File: src/rtl/rtc_bus_arbiter_if.sv
// Requester, acknowledge and multiplexed A/D bus signals of the RTC bus arbiter.
// The master side holds the two requesters and the external bus; the slave side is the arbiter.
interface rtc_bus_arbiter_if;
    logic       req0;
    logic       req1;
    logic       rw0;
    logic       rw1;
    logic [7:0] addr0;
    logic [7:0] addr1;
    logic [7:0] wdata0;
    logic [7:0] wdata1;
    logic       ack0;
    logic       ack1;
    logic [7:0] rdata;
    logic       busy;
    logic [7:0] ad_out;
    logic       ad_oe;
    logic [7:0] ad_in;
    logic       a_d;
    logic       cs_n;
    logic       rd_n;
    logic       wr_n;

    modport master (
        output req0, req1, rw0, rw1, addr0, addr1, wdata0, wdata1, ad_in,
        input  ack0, ack1, rdata, busy, ad_out, ad_oe, a_d, cs_n, rd_n, wr_n
    );

    modport slave (
        input  req0, req1, rw0, rw1, addr0, addr1, wdata0, wdata1, ad_in,
        output ack0, ack1, rdata, busy, ad_out, ad_oe, a_d, cs_n, rd_n, wr_n
    );
endinterface

File: src/rtl/rtc_bus_arbiter.sv
// Two-port round-robin arbiter driving the RTC's four-phase multiplexed A/D bus cycle
// (address, gap, data, gap) and returning read data with a one-cycle acknowledge.
module rtc_bus_arbiter #(
    parameter int unsigned PH_LEN = 7
) (
    input  logic               clk_i,
    input  logic               reset,
    rtc_bus_arbiter_if.slave   bus
);
    typedef enum logic [2:0] {
        ST_IDLE = 3'd0,
        ST_ADDR = 3'd1,
        ST_GAP1 = 3'd2,
        ST_DATA = 3'd3,
        ST_GAP2 = 3'd4,
        ST_DONE = 3'd5
    } state_t;

    localparam logic [4:0] CNT_LOAD = 5'(PH_LEN - 32'd1);

    state_t     state_r, state_s;
    logic [4:0] cnt_r, cnt_s;
    logic       gnt_r, last_r, rw_r;
    logic [7:0] addr_r, wdata_r;
    logic       any_req_s, win_s;
    logic       cur_port_s, cur_rw_s;
    logic [7:0] cur_addr_s, cur_wdata_s;

    logic       cs_n_r, rd_n_r, wr_n_r, a_d_r, ad_oe_r, ack0_r, ack1_r, busy_r;
    logic [7:0] ad_out_r, rdata_r;
    logic       cs_n_s, rd_n_s, wr_n_s, a_d_s, ad_oe_s, ack0_s, ack1_s, busy_s;
    logic [7:0] ad_out_s, rdata_s;

    assign any_req_s = bus.req0 | bus.req1;
    // On a tie the port not served last wins; otherwise whichever port is requesting.
    assign win_s     = (bus.req0 & bus.req1) ? ~last_r : bus.req1;

    // Outputs are registered from the next state, so in IDLE the winner's fields are used
    // directly because they are latched on the same edge.
    assign cur_port_s  = (state_r == ST_IDLE) ? win_s : gnt_r;
    assign cur_rw_s    = (state_r == ST_IDLE) ? (win_s ? bus.rw1 : bus.rw0) : rw_r;
    assign cur_addr_s  = (state_r == ST_IDLE) ? (win_s ? bus.addr1 : bus.addr0) : addr_r;
    assign cur_wdata_s = (state_r == ST_IDLE) ? (win_s ? bus.wdata1 : bus.wdata0) : wdata_r;

    // State and phase counter register.
    always_ff @(posedge clk_i) begin
        if (reset) begin
            state_r <= ST_IDLE;
            cnt_r   <= 5'd0;
        end else begin
            state_r <= state_s;
            cnt_r   <= cnt_s;
        end
    end

    // Transaction latch and round-robin pointer.
    always_ff @(posedge clk_i) begin
        if (reset) begin
            gnt_r   <= 1'b0;
            last_r  <= 1'b1;
            rw_r    <= 1'b0;
            addr_r  <= 8'd0;
            wdata_r <= 8'd0;
        end else if (state_r == ST_IDLE && any_req_s) begin
            gnt_r   <= win_s;
            rw_r    <= cur_rw_s;
            addr_r  <= cur_addr_s;
            wdata_r <= cur_wdata_s;
        end else if (state_r == ST_DONE) begin
            last_r  <= gnt_r;
        end else begin
            last_r  <= last_r;
        end
    end

    // Next-state and phase counter logic.
    always_comb begin
        state_s = state_r;
        cnt_s   = cnt_r;
        case (state_r)
            ST_IDLE: begin
                if (any_req_s) begin
                    state_s = ST_ADDR;
                    cnt_s   = CNT_LOAD;
                end else begin
                    state_s = ST_IDLE;
                    cnt_s   = 5'd0;
                end
            end
            ST_ADDR, ST_GAP1, ST_DATA: begin
                if (cnt_r == 5'd0) begin
                    state_s = state_t'(state_r + 3'd1);
                    cnt_s   = CNT_LOAD;
                end else begin
                    cnt_s   = cnt_r - 5'd1;
                end
            end
            ST_GAP2: begin
                if (cnt_r == 5'd0) begin
                    state_s = ST_DONE;
                    cnt_s   = 5'd0;
                end else begin
                    cnt_s   = cnt_r - 5'd1;
                end
            end
            ST_DONE: begin
                state_s = ST_IDLE;
                cnt_s   = 5'd0;
            end
            default: begin
                state_s = ST_IDLE;
                cnt_s   = 5'd0;
            end
        endcase
    end

    // Output values for the coming cycle, decoded from the next state.
    always_comb begin
        cs_n_s   = 1'b1;
        rd_n_s   = 1'b1;
        wr_n_s   = 1'b1;
        a_d_s    = 1'b1;
        ad_oe_s  = 1'b0;
        ad_out_s = ad_out_r;
        ack0_s   = 1'b0;
        ack1_s   = 1'b0;
        busy_s   = 1'b1;
        case (state_s)
            ST_IDLE: busy_s = 1'b0;
            ST_ADDR: begin
                a_d_s    = 1'b0;
                cs_n_s   = 1'b0;
                wr_n_s   = 1'b0;
                ad_oe_s  = 1'b1;
                ad_out_s = cur_addr_s;
            end
            ST_GAP1, ST_GAP2: busy_s = 1'b1;
            ST_DATA: begin
                cs_n_s = 1'b0;
                if (cur_rw_s) begin
                    rd_n_s = 1'b0;
                end else begin
                    wr_n_s   = 1'b0;
                    ad_oe_s  = 1'b1;
                    ad_out_s = cur_wdata_s;
                end
            end
            ST_DONE: begin
                ack0_s = ~cur_port_s;
                ack1_s = cur_port_s;
            end
            default: busy_s = 1'b0;
        endcase
        // Capture on the edge that ends the last DATA cycle, while rd_n is still low.
        if (state_r == ST_DATA && cnt_r == 5'd0 && rw_r) begin
            rdata_s = bus.ad_in;
        end else begin
            rdata_s = rdata_r;
        end
    end

    // Output register.
    always_ff @(posedge clk_i) begin
        if (reset) begin
            cs_n_r   <= 1'b1;
            rd_n_r   <= 1'b1;
            wr_n_r   <= 1'b1;
            a_d_r    <= 1'b1;
            ad_oe_r  <= 1'b0;
            ad_out_r <= 8'd0;
            ack0_r   <= 1'b0;
            ack1_r   <= 1'b0;
            busy_r   <= 1'b0;
            rdata_r  <= 8'd0;
        end else begin
            cs_n_r   <= cs_n_s;
            rd_n_r   <= rd_n_s;
            wr_n_r   <= wr_n_s;
            a_d_r    <= a_d_s;
            ad_oe_r  <= ad_oe_s;
            ad_out_r <= ad_out_s;
            ack0_r   <= ack0_s;
            ack1_r   <= ack1_s;
            busy_r   <= busy_s;
            rdata_r  <= rdata_s;
        end
    end

    assign bus.cs_n   = cs_n_r;
    assign bus.rd_n   = rd_n_r;
    assign bus.wr_n   = wr_n_r;
    assign bus.a_d    = a_d_r;
    assign bus.ad_oe  = ad_oe_r;
    assign bus.ad_out = ad_out_r;
    assign bus.ack0   = ack0_r;
    assign bus.ack1   = ack1_r;
    assign bus.busy   = busy_r;
    assign bus.rdata  = rdata_r;
endmodule

File: src/flat_wrapper.sv
// flat-port wrapper written by rule: the top's interface ports become plain ports
module rtc_bus_arbiter_flat 
#(
    parameter int unsigned PH_LEN = 7
)
  (clk_i, reset, bus_req0, bus_req1, bus_rw0, bus_rw1, bus_addr0, bus_addr1, bus_wdata0, bus_wdata1, bus_ad_in, bus_ack0, bus_ack1, bus_rdata, bus_busy, bus_ad_out, bus_ad_oe, bus_a_d, bus_cs_n, bus_rd_n, bus_wr_n);
  rtc_bus_arbiter_if bus_i ();
  input  logic clk_i;
  input  logic reset;
  input wire logic [$bits(bus_i.req0)-1:0] bus_req0;
  input wire logic [$bits(bus_i.req1)-1:0] bus_req1;
  input wire logic [$bits(bus_i.rw0)-1:0] bus_rw0;
  input wire logic [$bits(bus_i.rw1)-1:0] bus_rw1;
  input wire logic [$bits(bus_i.addr0)-1:0] bus_addr0;
  input wire logic [$bits(bus_i.addr1)-1:0] bus_addr1;
  input wire logic [$bits(bus_i.wdata0)-1:0] bus_wdata0;
  input wire logic [$bits(bus_i.wdata1)-1:0] bus_wdata1;
  input wire logic [$bits(bus_i.ad_in)-1:0] bus_ad_in;
  output wire logic [$bits(bus_i.ack0)-1:0] bus_ack0;
  output wire logic [$bits(bus_i.ack1)-1:0] bus_ack1;
  output wire logic [$bits(bus_i.rdata)-1:0] bus_rdata;
  output wire logic [$bits(bus_i.busy)-1:0] bus_busy;
  output wire logic [$bits(bus_i.ad_out)-1:0] bus_ad_out;
  output wire logic [$bits(bus_i.ad_oe)-1:0] bus_ad_oe;
  output wire logic [$bits(bus_i.a_d)-1:0] bus_a_d;
  output wire logic [$bits(bus_i.cs_n)-1:0] bus_cs_n;
  output wire logic [$bits(bus_i.rd_n)-1:0] bus_rd_n;
  output wire logic [$bits(bus_i.wr_n)-1:0] bus_wr_n;
  assign bus_i.req0 = bus_req0;
  assign bus_i.req1 = bus_req1;
  assign bus_i.rw0 = bus_rw0;
  assign bus_i.rw1 = bus_rw1;
  assign bus_i.addr0 = bus_addr0;
  assign bus_i.addr1 = bus_addr1;
  assign bus_i.wdata0 = bus_wdata0;
  assign bus_i.wdata1 = bus_wdata1;
  assign bus_i.ad_in = bus_ad_in;
  assign bus_ack0 = bus_i.ack0;
  assign bus_ack1 = bus_i.ack1;
  assign bus_rdata = bus_i.rdata;
  assign bus_busy = bus_i.busy;
  assign bus_ad_out = bus_i.ad_out;
  assign bus_ad_oe = bus_i.ad_oe;
  assign bus_a_d = bus_i.a_d;
  assign bus_cs_n = bus_i.cs_n;
  assign bus_rd_n = bus_i.rd_n;
  assign bus_wr_n = bus_i.wr_n;
  rtc_bus_arbiter #(.PH_LEN(PH_LEN)) u_core (.clk_i(clk_i), .reset(reset), .bus(bus_i));
endmodule
File: config.mk
export PLATFORM = sky130hd
export DESIGN_NAME = rtc_bus_arbiter_flat
export DESIGN_NICKNAME = d
export VERILOG_FILES = /design/src/rtl/rtc_bus_arbiter_if.sv /design/src/rtl/rtc_bus_arbiter.sv /design/src/flat_wrapper.sv
export SDC_FILE = /design/constraint.sdc
export NUM_CORES = 1
export LEC_CHECK = 0
export ABC_AREA = 1
export BUFFER_PORTS_ARGS = -buffer_cell sky130_fd_sc_hd__buf_2
export CORE_UTILIZATION = 53
export DETAILED_ROUTE_END_ITERATION = 6
export GPL_TIMING_DRIVEN = 0
export PLACE_DENSITY = 0.88
export SETUP_SLACK_MARGIN = 0.05
export SYNTH_ARGS = -nofsm -noshare
export SYNTH_HDL_FRONTEND = slang
export SYNTH_SLANG_ARGS = --single-unit
export TNS_END_PERCENT = 50
File: constraint.sdc
create_clock -name clk_i -period 2.55 [get_ports clk_i]
set_input_delay 0.3825 -clock clk_i [delete_from_list [all_inputs] [get_ports clk_i]]
set_output_delay 0.3825 -clock clk_i [all_outputs]
set_load 0.01 [all_outputs]
Yosys cells after proc, flatten, opt, wreduce, memory -nomap -nowiden --
Index checks and enable logic that the tools add are counted.
Word-level totals: register bits after elaboration 51, latch bits 0, word-level logic and storage cells 75, bits of input ports 46, bits in read-only memories 0, memory bits (writable) 0, memories 0, output and inout bits 24
Operators by class: multiplexer cells 25, order comparisons 0, equal/unequal tests 11, $mul 0, div/mod/pow operators 0, add/sub/neg operators 2, bitwise operators 7, reductions and logical operators 13, shift operators 0
Operators with widths (count):
- $mux W8 | 5
- $pmux W8 S2 | 1
- $pmux W5 S3 | 1
- $eq A3 B2 Y1 const B | 4
- $eq A3 B3 Y1 const B | 4
- $mux W1 | 10
- $mux W5 | 2
- $mux W3 | 3
- $pmux W3 S3 | 1
- $eq A3 B1 Y1 const B | 2
- $reduce_or A2 Y1 | 3
- $logic_not A5 Y1 | 1
- $not A1 Y1 | 5
- $reduce_or A5 Y1 | 1
- $sub A5 B1 Y5 const B | 1
- $pmux W1 S2 | 2
- $reduce_and A2 Y1 | 2
- $add A3 B1 Y3 const B | 1
- $logic_and A1 B1 Y1 | 3
- $logic_not A3 Y1 | 1
- $reduce_or A3 Y1 | 1
- $ne A2 B2 Y1 const B | 1
- $reduce_bool A2 Y1 | 1
- $and A1 B1 Y1 | 1
- $or A1 B1 Y1 | 1

Longest topological paths before layout --
Gate-level depths: netlist of run 1.
depth in word-level cells 6, gate-level depth with buffers 16, depth with buffers taken out 16

Least setup slack after synthesis of run 1 --
No wires, ideal clock.
path type register -> register, start point register u_core.cnt_r[0], end point register u_core.ad_out_r[0], in the netlist u_core.bus.ad_out[0], clock period less this slack 1.849 ns, arrival 1.786 ns, library setup time 0.064 ns, setup slack 0.701 ns, required time 2.486 ns, buffers on the path 0, cell stages (with the launch flop) 14, path through dfxtp_1 inv_1 ha_1 inv_1 nor2_4 nand2_4 ha_1 a21oi_4 nor2_2 nand2_4 nand2_4 inv_6 nor2_2 nor2_1
On the way: longest elaborated chain between the ends 6, elaborated cells between the ends (all ways) 10, classes of those cells 3 x eq/ne; 4 x mux; 3 x reduce/logical
Ends and longest elaborated chain:
- start: declaration | line rtc_bus_arbiter.sv:22 | logic [4:0] cnt_r, cnt_s;
- start signal: assignment | line rtc_bus_arbiter.sv:52 | cnt_r <= cnt_s;
- $logic_not A5 Y1 * | line rtc_bus_arbiter.sv:91, rtc_bus_arbiter.sv:99
- $mux W3 (on tied branches) | line rtc_bus_arbiter.sv:99, rtc_bus_arbiter.sv:91
- $pmux W3 S3 * | line rtc_bus_arbiter.sv:80 | case (state_r)
- $eq A3 B2 Y1 / $eq A3 B1 Y1 (equally long branches) | line rtc_bus_arbiter.sv:128 | case (state_s)
- $ne A2 B2 Y1 (no source line) / $reduce_bool A2 Y1 (equally long branches)
- $reduce_and A2 Y1 (no source line)
- end signal: assignment | line rtc_bus_arbiter.sv:181 | ad_out_r <= ad_out_s;
- end: declaration | line rtc_bus_arbiter.sv:30 | logic [7:0] ad_out_r, rdata_r;
Every way passes the cells marked *; elsewhere a longest branch is shown, timed or not. A chain may end at the register's enable or synchronous reset.

Worst setup path after layout of run 1 --
start point register u_core.cnt_r[0], end point register u_core.ad_out_r[3], in the netlist u_core.bus.ad_out[3]
The elaborated chain is that of the path after synthesis.

==> flow_summary.json, run 1 <==
{
  "rows": 25,
  "ir_drop_v": 0.000402,
  "ff2ff_setup_slack_ns": 0.50,
  "fillers": 417,
  "grt_pass1_wl_um": 10200,
  "clk_pin_slew_ns": 0.09,
  "post_cts_resized": 0,
  "clock_latency_ns": 0.31,
  "syn_to_final_growth_pct": 19.5,
  "power.internal_mw": 1.83,
  "start_kind": "flip-flop",
  "min_from": "reset",
  "whs_endpoint": "u_core.bus.ad_out[1]",
  "pwr-share-clk_pct": 14.8,
  "critPathMaxStageDelay_ns": 0.33,
  "period_minus_slack_ns": 2.05,
  "cp_max_fo": 10,
  "drt-initial-drc-count": 236,
  "clockBufferDepth": 2,
  "grt_pass1_vias": 2295,
  "grt_overflow": 0,
  "r2r_end": "u_core.bus.ad_out[3]",
  "report.final.slew_viol_count": 0,
  "synth_top_area_cell": "dfxtp_1",
  "slowest_stage": "dfxtp_1",
  "worstMarginPinSlew_ns": 0.443,
  "powerDensity_nw_per_um2": 1030,
  "outcome": "completed",
  "arrival_ns": 2.30,
  "netlist-cell-type-count": 32,
  "globalplace.congestion": 0.875,
  "seqCellArea_um2": 1020,
  "grt_use_total_pct": 24.8,
  "path_delay_family": "simple AND/OR/NAND/NOR gates",
  "fin_cells": 517,
  "drive_gt1_share_pct": 26.0,
  "drv_cap": 0,
  "dp_cells": 509,
  "htreeDepth": 2,
  "cts_tree": "built",
  "portBuffers": 69,
  "finalSetupViolCount": 0,
  "wl_per_cell_um": 12.3,
  "finalNetCount": 503,
  "fp.coreArea_um2": 4790,
  "die_w_um": 73.2,
  "die_h_um": 73.2,
  "seq_area_frac_synth_pct": 38.0,
  "drt_pass1_iterations": 4,
  "synth.area.top_cells": "dfxtp_1, nand2_1, a21oi_1",
  "die_area_um2": 5350,
  "syn_area_um2": 2690,
  "crit_buf_inv": 3,
  "drc": 0,
  "ys_seq_elements": 51,
  "hold_violations": 0,
  "grt_setup_unrepaired": "false",
  "cp-end-kind": "flip-flop",
  "rr_startpoint": "u_core.cnt_r[0]",
  "max_freq_mhz": 488,
  "period_share_pct": 80.4,
  "grt_max_degree": 16,
  "post_dp_cell_area_um2": 3110,
  "num_antenna_cells": 0,
  "hold_depth": 2,
  "hold_path.class": "in2reg",
  "cp_cell_sequence": "inv_1 > ha_1 > inv_1 > nor2_4 > nand2_4 > ha_1 > a21oi_4 > nor2_2 > nand2_4 > nand2_4 > inv_6 > nor2_2 > nor2_1",
  "tns_ns": 0,
  "avgSynthCellArea_um2": 7.20,
  "post_cts_buffers": 0,
  "num_vias": 2621,
  "critPathRequiredTime_ns": 2.80,
  "switching_share_pct": 44.9,
  "reg2reg_depth": 13,
  "skew_ns": 0.0118,
  "yosys_warnings": 0,
  "comb_power_share_pct": 51.8,
  "power.switching_mw": 1.49,
  "numCtsBuffers": 5,
  "start_util_pct": 56.1,
  "cts_sinks": 51,
  "vias_per_cell": 5.07,
  "synthCells": 373,
  "relSlewSlack_pct": 70.5,
  "final_area_um2": 3210,
  "netlist.area_leader.share_pct": 38.0,
  "cpMostUsedCell": "nand2_4",
  "synth_nets": 427,
  "cts-root-buf": "clkbuf_8",
  "antenna_found_initial": 0,
  "ant_nets": 0,
  "pin_count": 70,
  "hold_buffers": 0,
  "pwr-share-seq_pct": 33.4,
  "hpwl_um": 4840,
  "power_leakage_nw": 1.64,
  "wirelength_um": 6350,
  "multi_input_area_um2": 1380,
  "crit_type": "reg2reg"
}
-- stage by stage --
step,total power [mW],util [%],hold slack [ns],setup slack [ns]
4_1_cts,3.31,67.1,0.335,0.483
3_3_place_gp,2.76,65.1,0.424,0.553
6_report,3.32,67.1,0.341,0.500
3_5_place_dp,2.81,65.1,0.433,0.505
2_1_floorplan,2.40,-,0.413,0.701
5_1_grt,3.56,67.1,0.337,0.340
-- worst register-to-register path, stage by stage, from the launching register on --
cell and delay, ns:
dfxtp_1 0.33, inv_1 0.08, ha_1 0.14, inv_1 0.06, nor2_4 0.12, nand2_4 0.10, ha_1 0.34, a21oi_4 0.26
nor2_2 0.11, nand2_4 0.14, nand2_4 0.09, inv_6 0.10, nor2_2 0.04, nor2_1 0.10
-- how the worst max path moves through the flow --
stage	from	to	slack, ns	depth (start not counted)
finish	u_core.cnt_r[0]	u_core.bus.ad_out[3]	0.50	13
global route	u_core.cnt_r[0]	u_core.bus.ad_out[5]	0.34	13
CTS	u_core.cnt_r[0]	u_core.bus.ad_out[3]	0.48	13
global placement	u_core.cnt_r[0]	u_core.bus.ad_out[0]	0.55	13
detailed placement	u_core.cnt_r[0]	u_core.bus.ad_out[3]	0.51	13
floorplan	u_core.cnt_r[0]	u_core.bus.ad_out[0]	0.70	13
-- cells in the final DEF, fill, tap and decap left out, drive strengths merged --
master / synthesis / routed
nand2: 87 / 87
buf: 6 / 75
inv: 52 / 52
dfxtp: 51 / 51
a21oi: 45 / 45
o21ai: 45 / 45
nor2: 29 / 29
nand3: 24 / 24
clkbuf: 9 / 16
nand3b: 8 / 8
ha: 8 / 8
clkinv: 2 / 3
xor2: 2 / 2
nor3: 1 / 1
xnor2: 1 / 1
a22oi: 1 / 1
a31oi: 1 / 1
nand4: 1 / 1
-- final cells by class --
type                    count  share of cell area, %
inverters                  54                   6.51
multi-input cells         253                   43.0
well taps                  67                   2.61
repair buffers             69                   10.8
plain buffers              15                   2.38
flip-flops and latches     51                   31.8
clock buffers               7                   2.69
clock inverters             1                  0.273
-- power groups by stage --
stage / registers [mW] / clock network, mW / logic, mW
2_1_floorplan: 1.15 / 0 / 1.25
3_3_place_gp: 1.12 / 0 / 1.64
3_5_place_dp: 1.13 / 0 / 1.69
4_1_cts: 1.11 / 0.492 / 1.70
5_1_grt: 1.13 / 0.518 / 1.91
6_report: 1.11 / 0.490 / 1.72
-- cell usage after synthesis, drive strengths merged --
cell / count
a21oi: 45
a22oi: 1
a31oi: 1
buf: 6
clkbuf: 9
clkinv: 2
dfxtp: 51
ha: 8
inv: 52
nand2: 87
nand3: 24
nand3b: 8
nand4: 1
nor2: 29
nor3: 1
o21ai: 45
xnor2: 1
xor2: 2
-- kinds of logic (layout without fill, tap and decap cells) --
group / count (synthesis) / in the layout / synth area share [%]
AO/OA/AOI/OAI: 92 / 92 / 17.8
XOR/XNOR: 3 / 3 / 0.979
adder cells (fa/ha/maj): 8 / 8 / 3.73
buffers and inverters: 69 / 146 / 10.6
flip-flops: 51 / 51 / 38.0
AND/OR/NAND/NOR: 150 / 150 / 28.8
-- registers in the layout (all words and copies together), names as in the netlist, 3 cells and up --
signal	cells
u_core.addr_r	8
u_core.bus.ad_out	8
u_core.bus.rdata	8
u_core.wdata_r	8
u_core.cnt_r	5
u_core.state_r	3
-- layer usage --
metal / vias to the layer above / track usage [%] / wire length (um)
li1: 1344 / - / -
met1: 1195 / 33.2 / 3050
met2: 74 / 39.5 / 2940
met3: 8 / 5.25 / 291
met4: 0 / 8.71 / 79
met5: - / 0 / 0
No activity file was read; power rests on OpenSTA's default activity.
==> run 2, diff against run 1 <==
- clock period: 2.55 -> 2 ns (I/O delays scaled with it)
==> run 2 against run 1 <==
Effect of this change: setup slack got worse by 0.42 ns; clock power rose by 28%; cell area rose by 9.1%; fmax rose by 7.0%; critical path depth rose by 3; sequential power rose by 28%; sequential share of layout area fell by 2.5 points; die area did not move.
==> flow_summary.json, run 2 (same netlist as run 1, synthesis figures left out) <==
{
  "start_util_pct": 56.1,
  "max_freq_mhz": 522,
  "pwr-share-seq_pct": 29.2,
  "slowest_stage": "dfxtp_2",
  "rows": 25,
  "globalplace.congestion": 0.875,
  "syn_to_final_growth_pct": 30.4,
  "fp.coreArea_um2": 4790,
  "grt_setup_unrepaired": "true",
  "clock_latency_ns": 0.31,
  "numCtsBuffers": 5,
  "power.switching_mw": 2.19,
  "pin_count": 70,
  "finalNetCount": 522,
  "die_w_um": 73.2,
  "wl_per_cell_um": 13.7,
  "grt_max_degree": 16,
  "grt_use_total_pct": 26.7,
  "hold_violations": 0,
  "start_kind": "flip-flop",
  "ir_drop_v": 0.000574,
  "arrival_ns": 2.13,
  "crit_buf_inv": 5,
  "switching_share_pct": 44.9,
  "cts_sinks": 51,
  "cts_tree": "built",
  "critPathMaxStageDelay_ns": 0.34,
  "period_minus_slack_ns": 1.92,
  "cp_cell_sequence": "inv_2 > ha_4 > inv_2 > nor2_4 > nand2_4 > buf_6 > nand2_1 > nand2_1 > inv_2 > nand2_4 > nor2_8 > nand3_4 > nand2_4 > inv_6 > nor2_2 > nor2_1",
  "drt_pass1_iterations": 4,
  "clockBufferDepth": 2,
  "cts-root-buf": "clkbuf_8",
  "grt_pass1_wl_um": 10900,
  "num_antenna_cells": 0,
  "drc": 0,
  "path_delay_family": "simple AND/OR/NAND/NOR gates",
  "antenna_found_initial": 0,
  "fin_cells": 536,
  "pwr-share-clk_pct": 12.9,
  "hold_buffers": 0,
  "dp_cells": 509,
  "wl_met1_um": 3210,
  "hold_path.class": "in2reg",
  "fillers": 352,
  "hpwl_um": 4840,
  "crit_type": "reg2reg",
  "grt_overflow": 0,
  "worstMarginPinSlew_ns": 0.492,
  "finalSetupViolCount": 0,
  "wirelength_um": 7340,
  "drt-initial-drc-count": 248,
  "wl_met3_um": 446,
  "power.internal_mw": 2.69,
  "timing.hold.ws_ns": 0.243,
  "die_h_um": 73.2,
  "met2_length_um": 3480,
  "clk_pin_slew_ns": 0.09,
  "fin_total_pwr_mw": 4.88,
  "critPathRequiredTime_ns": 2.21,
  "report.final.slew_viol_count": 0,
  "drv_cap": 0,
  "die_area_um2": 5350,
  "portBuffers": 69,
  "powerDensity_nw_per_um2": 1390,
  "period_share_pct": 95.8,
  "layout_commonest_cell": "buf_2",
  "relSlewSlack_pct": 67.2,
  "ant_nets": 0,
  "comb_power_share_pct": 57.9,
  "grt_pass1_vias": 2403,
  "vias_per_cell": 5.21,
  "htreeDepth": 2,
  "power_leakage_nw": 1.76,
  "skew_ns": 0.00963,
  "drive_gt1_share_pct": 34.3,
  "cp-end-kind": "flip-flop",
  "outcome": "completed",
  "mostFrequentLayoutCells": "buf_2, nand2_1, dfxtp_1",
  "num_vias": 2793,
  "cp_max_fo": 7,
  "highest_layer": "met4"
}
run 2: what timing repair did:
| item | CTS | global route |
|---|---|---|
| cloned | 2 | 0 |
| pin swaps | 4 | 18 |
| setup buffers | 7 | 10 |
| resized for setup | 8 | 41 |
| setup endpoints to repair | 12 | 26 |
run 2: worst register-to-register path, cell delays in order (launching register included):
cell	delay [ns]
dfxtp_2	0.34
inv_2	0.07
ha_4	0.13
inv_2	0.04
nor2_4	0.12
nand2_4	0.08
buf_6	0.13
nand2_1	0.08
nand2_1	0.07
inv_2	0.07
nand2_4	0.08
nor2_8	0.16
nand3_4	0.13
nand2_4	0.13
inv_6	0.07
nor2_2	0.09
nor2_1	0.05
run 2: per-stage QoR:
| step | util, % | setup WS, ns | setup TNS, ns | area, um^2 |
|---|---|---|---|---|
| after floorplan | - | 0.151 | 0 | 2690 |
| after global placement | 65.1 | 0.00309 | 0 | 3110 |
| after detailed placement | 65.1 | -0.0449 | -0.161 | 3110 |
| after CTS | 69.2 | 0.0476 | 0 | 3310 |
| after global routing | 73.2 | -0.0130 | -0.0181 | 3500 |
| final | 73.2 | 0.0842 | 0 | 3500 |
run 2: layout make-up:
| type | instances | area [um^2] | area share, % |
|---|---|---|---|
| Inverter | 54 | 211 | 6.04 |
| Clock inverter | 1 | 8.76 | 0.250 |
| Buffer | 15 | 82.6 | 2.36 |
| Timing Repair Buffer | 86 | 492 | 14.0 |
| Clock buffer | 7 | 86.3 | 2.47 |
| Sequential cell | 51 | 1030 | 29.3 |
| Tap cell | 67 | 83.8 | 2.39 |
| Multi-Input combinational cell | 255 | 1510 | 43.1 |
run 2: per-layer routing:
metal	vias up	global-route usage (%)
li1	1390	-
met4	0	9.59
met1	1276	34.8
met5	-	0
met3	18	5.94
met2	109	43.1
run 2: worst paths after layout:
kind	end	cells past startpoint	from	slack (ns)
max	u_core.bus.ad_out[4]	16	u_core.cnt_r[0]	0.08
min	u_core.bus.ad_out[1]	2	reset	0.24
max reg2reg	u_core.bus.ad_out[4]	16	u_core.cnt_r[0]	0.08
min reg2reg	u_core.bus.rdata[2]	2	u_core.bus.rdata[2]	0.45
run 2: power by group through the flow:
| stage | sequential, mW | clock (mW) | combinational (mW) |
|---|---|---|---|
| 6_report | 1.42 | 0.627 | 2.82 |
| 5_1_grt | 1.45 | 0.666 | 3.07 |
| 4_1_cts | 1.41 | 0.627 | 2.41 |
| 3_5_place_dp | 1.44 | 0 | 2.15 |
| 3_3_place_gp | 1.42 | 0 | 2.10 |
| 2_1_floorplan | 1.47 | 0 | 1.59 |
==> run 3, diff against run 2 <==
--- a/config.mk
+++ b/config.mk
@@ -8,4 +8,5 @@
 export ABC_AREA = 1
 export BUFFER_PORTS_ARGS = -buffer_cell sky130_fd_sc_hd__buf_2
+export CORE_MARGIN = 5
 export CORE_UTILIZATION = 53
 export DETAILED_ROUTE_END_ITERATION = 6
==> constraint.sdc (replaced) <==
create_clock -name clk_i -period 2 [get_ports clk_i]
set_input_delay 0 -clock clk_i [delete_from_list [all_inputs] [get_ports clk_i]]
set_output_delay 0 -clock clk_i [all_outputs]
set_load 0.01 [all_outputs]
==> run 3 against run 2 <==
Effect of this change: the run now ends with negative hold slack left; first-iteration DRC count shrank 15%; global-route usage shrank 2.7 points; power shrank 3.2%; critical path type unchanged; setup slack lost 0.067 ns; flip-flop and latch count is the same; critical endpoint unchanged; sequential share of layout area grew 0.10 points; largest cell class unchanged; combinational power shrank 4%; worst hold slack lost 0.25 ns.
==> flow_summary.json, run 3 (same netlist as run 1, synthesis figures left out) <==
{
  "die_area_um2": 6590,
  "skew_ns": 0.00948,
  "ir_drop_v": 0.000559,
  "hold_depth": 3,
  "relSlewSlack_pct": 65.6,
  "hold_path.class": "in2reg",
  "cts_tree": "built",
  "drt_pass1_iterations": 5,
  "powerDensity_nw_per_um2": 1350,
  "drt-initial-drc-count": 211,
  "antenna_found_initial": 0,
  "hpwl_um": 5190,
  "finalSetupViolCount": 0,
  "start_kind": "flip-flop",
  "critPathMaxStageDelay_ns": 0.36,
  "crit_buf_inv": 4,
  "critPathRequiredTime_ns": 2.21,
  "mostFrequentLayoutCells": "buf_2, nand2_1, dfxtp_1",
  "wirelength_um": 7660,
  "slowest_stage": "dfxtp_2",
  "multi_input_area_um2": 1480,
  "max_freq_mhz": 504,
  "clockBufferDepth": 2,
  "period_share_pct": 99.2,
  "globalplace.congestion": 0.894,
  "grt_overflow": 0,
  "drc": 0,
  "violations": "negative hold slack",
  "drive_gt1_share_pct": 31.3,
  "grt_pass1_wl_um": 12400,
  "crit_cells": 14,
  "die_h_um": 81.2,
  "fin_total_pwr_mw": 4.72,
  "fin_cells": 540,
  "clock_latency_ns": 0.31,
  "cts_sinks": 51,
  "vias_per_cell": 5.10,
  "layout_commonest_cell": "buf_2",
  "cpMostUsedCell": "nand2_2",
  "die_w_um": 81.2,
  "portBuffers": 69,
  "grt_pass1_vias": 2712,
  "cp_cell_sequence": "inv_1 > ha_1 > nand2_2 > clkinv_2 > nand2_2 > nand2_4 > a21oi_4 > buf_6 > nor2_8 > buf_4 > nand3_1 > nand2_1 > nor2_4 > nor2_1",
  "crit_type": "reg2reg",
  "syn_to_final_growth_pct": 29.8,
  "fillers": 403,
  "hold_violations": 1,
  "arrival_ns": 2.19,
  "fp.coreArea_um2": 5010,
  "outcome": "complete, but fails checks",
  "htreeDepth": 2,
  "num_antenna_cells": 0,
  "cts-root-buf": "clkbuf_8",
  "path_delay_family": "simple AND/OR/NAND/NOR gates",
  "cp-end-kind": "flip-flop",
  "wl_per_cell_um": 14.2,
  "pin_count": 70,
  "timing.hold.ws_ns": -0.00475,
  "drv_cap": 0,
  "grt_setup_unrepaired": "true",
  "report.final.slew_viol_count": 0,
  "power_leakage_nw": 1.75,
  "period_minus_slack_ns": 1.98,
  "worstMarginPinSlew_ns": 0.516,
  "num_vias": 2755,
  "ant_nets": 0,
  "rows": 26,
  "cp_max_fo": 4,
  "numCtsBuffers": 5,
  "grt_max_degree": 16,
  "dp_cells": 512,
  "finalNetCount": 524,
  "start_util_pct": 53.6,
  "seqCellArea_um2": 1030,
  "reg2reg_depth": 14,
  "grt_use_total_pct": 24.0,
  "clk_pin_slew_ns": 0.09
}
==> run 3: what timing repair did <==
action	in CTS	in global routing
pin swaps	7	8
hold buffers	8	0
endpoints found under the hold margin	12	0
buffers inserted	10	1
resized for setup	19	15
gates cloned	2	0
endpoints found under the setup margin	11	24
==> run 3: tightest hold or removal path: cells and delay by family <==
family	cells	cell delay [ns]
buffers and inverters	1	0.08
AOI/OAI and AO/OA	2	0.19
==> run 3: routing by layer <==
layer  vias to the layer above  part of all wire [%]  global-route usage [%]
li1                       1387                     -                       -
met1                      1232                    42                    30.9
met2                       117                    49                    39.8
met3                        19                   6.5                    5.21
met4                         0                   2.7                    7.77
met5                         -                     0                       0
==> run 3: path summary, 6_finish.rpt <==
kind                                        start                    to  slack, ns
worst min register to register    u_core.cnt_r[0]       u_core.cnt_r[0]       0.43
worst max-delay path            u_core.state_r[1]  u_core.bus.ad_out[4]       0.02
worst min-delay path                bus_wdata1[3]     u_core.wdata_r[3]     -0.005
worst max register to register  u_core.state_r[1]  u_core.bus.ad_out[4]       0.02
==> run 3: cell type report <==
class,instances,area share (%)
plain buffers,15,2.30
clock buffers,5,1.97
clock inverters,2,0.395
inverters,54,6.07
multi-input cells,255,42.6
flip-flops and latches,51,29.4
well taps,70,2.51
repair buffers,88,14.7
==> run 3: per-stage QoR <==
| step | setup WS, ns | hold WS (ns) | instance area (um^2) | util [%] | TNS (ns) |
|---|---|---|---|---|---|
| finish | 0.0168 | -0.00475 | 3480 | 69.6 | 0 |
| global route | -0.0830 | 0.0247 | 3480 | 69.6 | -0.528 |
| CTS | 0.0558 | 0.00372 | 3440 | 68.6 | 0 |
| detailed placement | -0.0749 | 0.280 | 3120 | 62.2 | -0.343 |
| global placement | 0.0138 | 0.263 | 3120 | 62.2 | 0 |
| floorplan | 0.151 | 0.0624 | 2690 | - | 0 |
==> run 3: report_power, final <==
| group | internal, mW | switching, mW | leakage (nW) |
|---|---|---|---|
| registers | 1.29 | 0.132 | 0.422 |
| logic | 1.02 | 1.69 | 1.28 |
| clock network | 0.240 | 0.339 | 0.0440 |
| total | 2.55 | 2.17 | 1.75 |
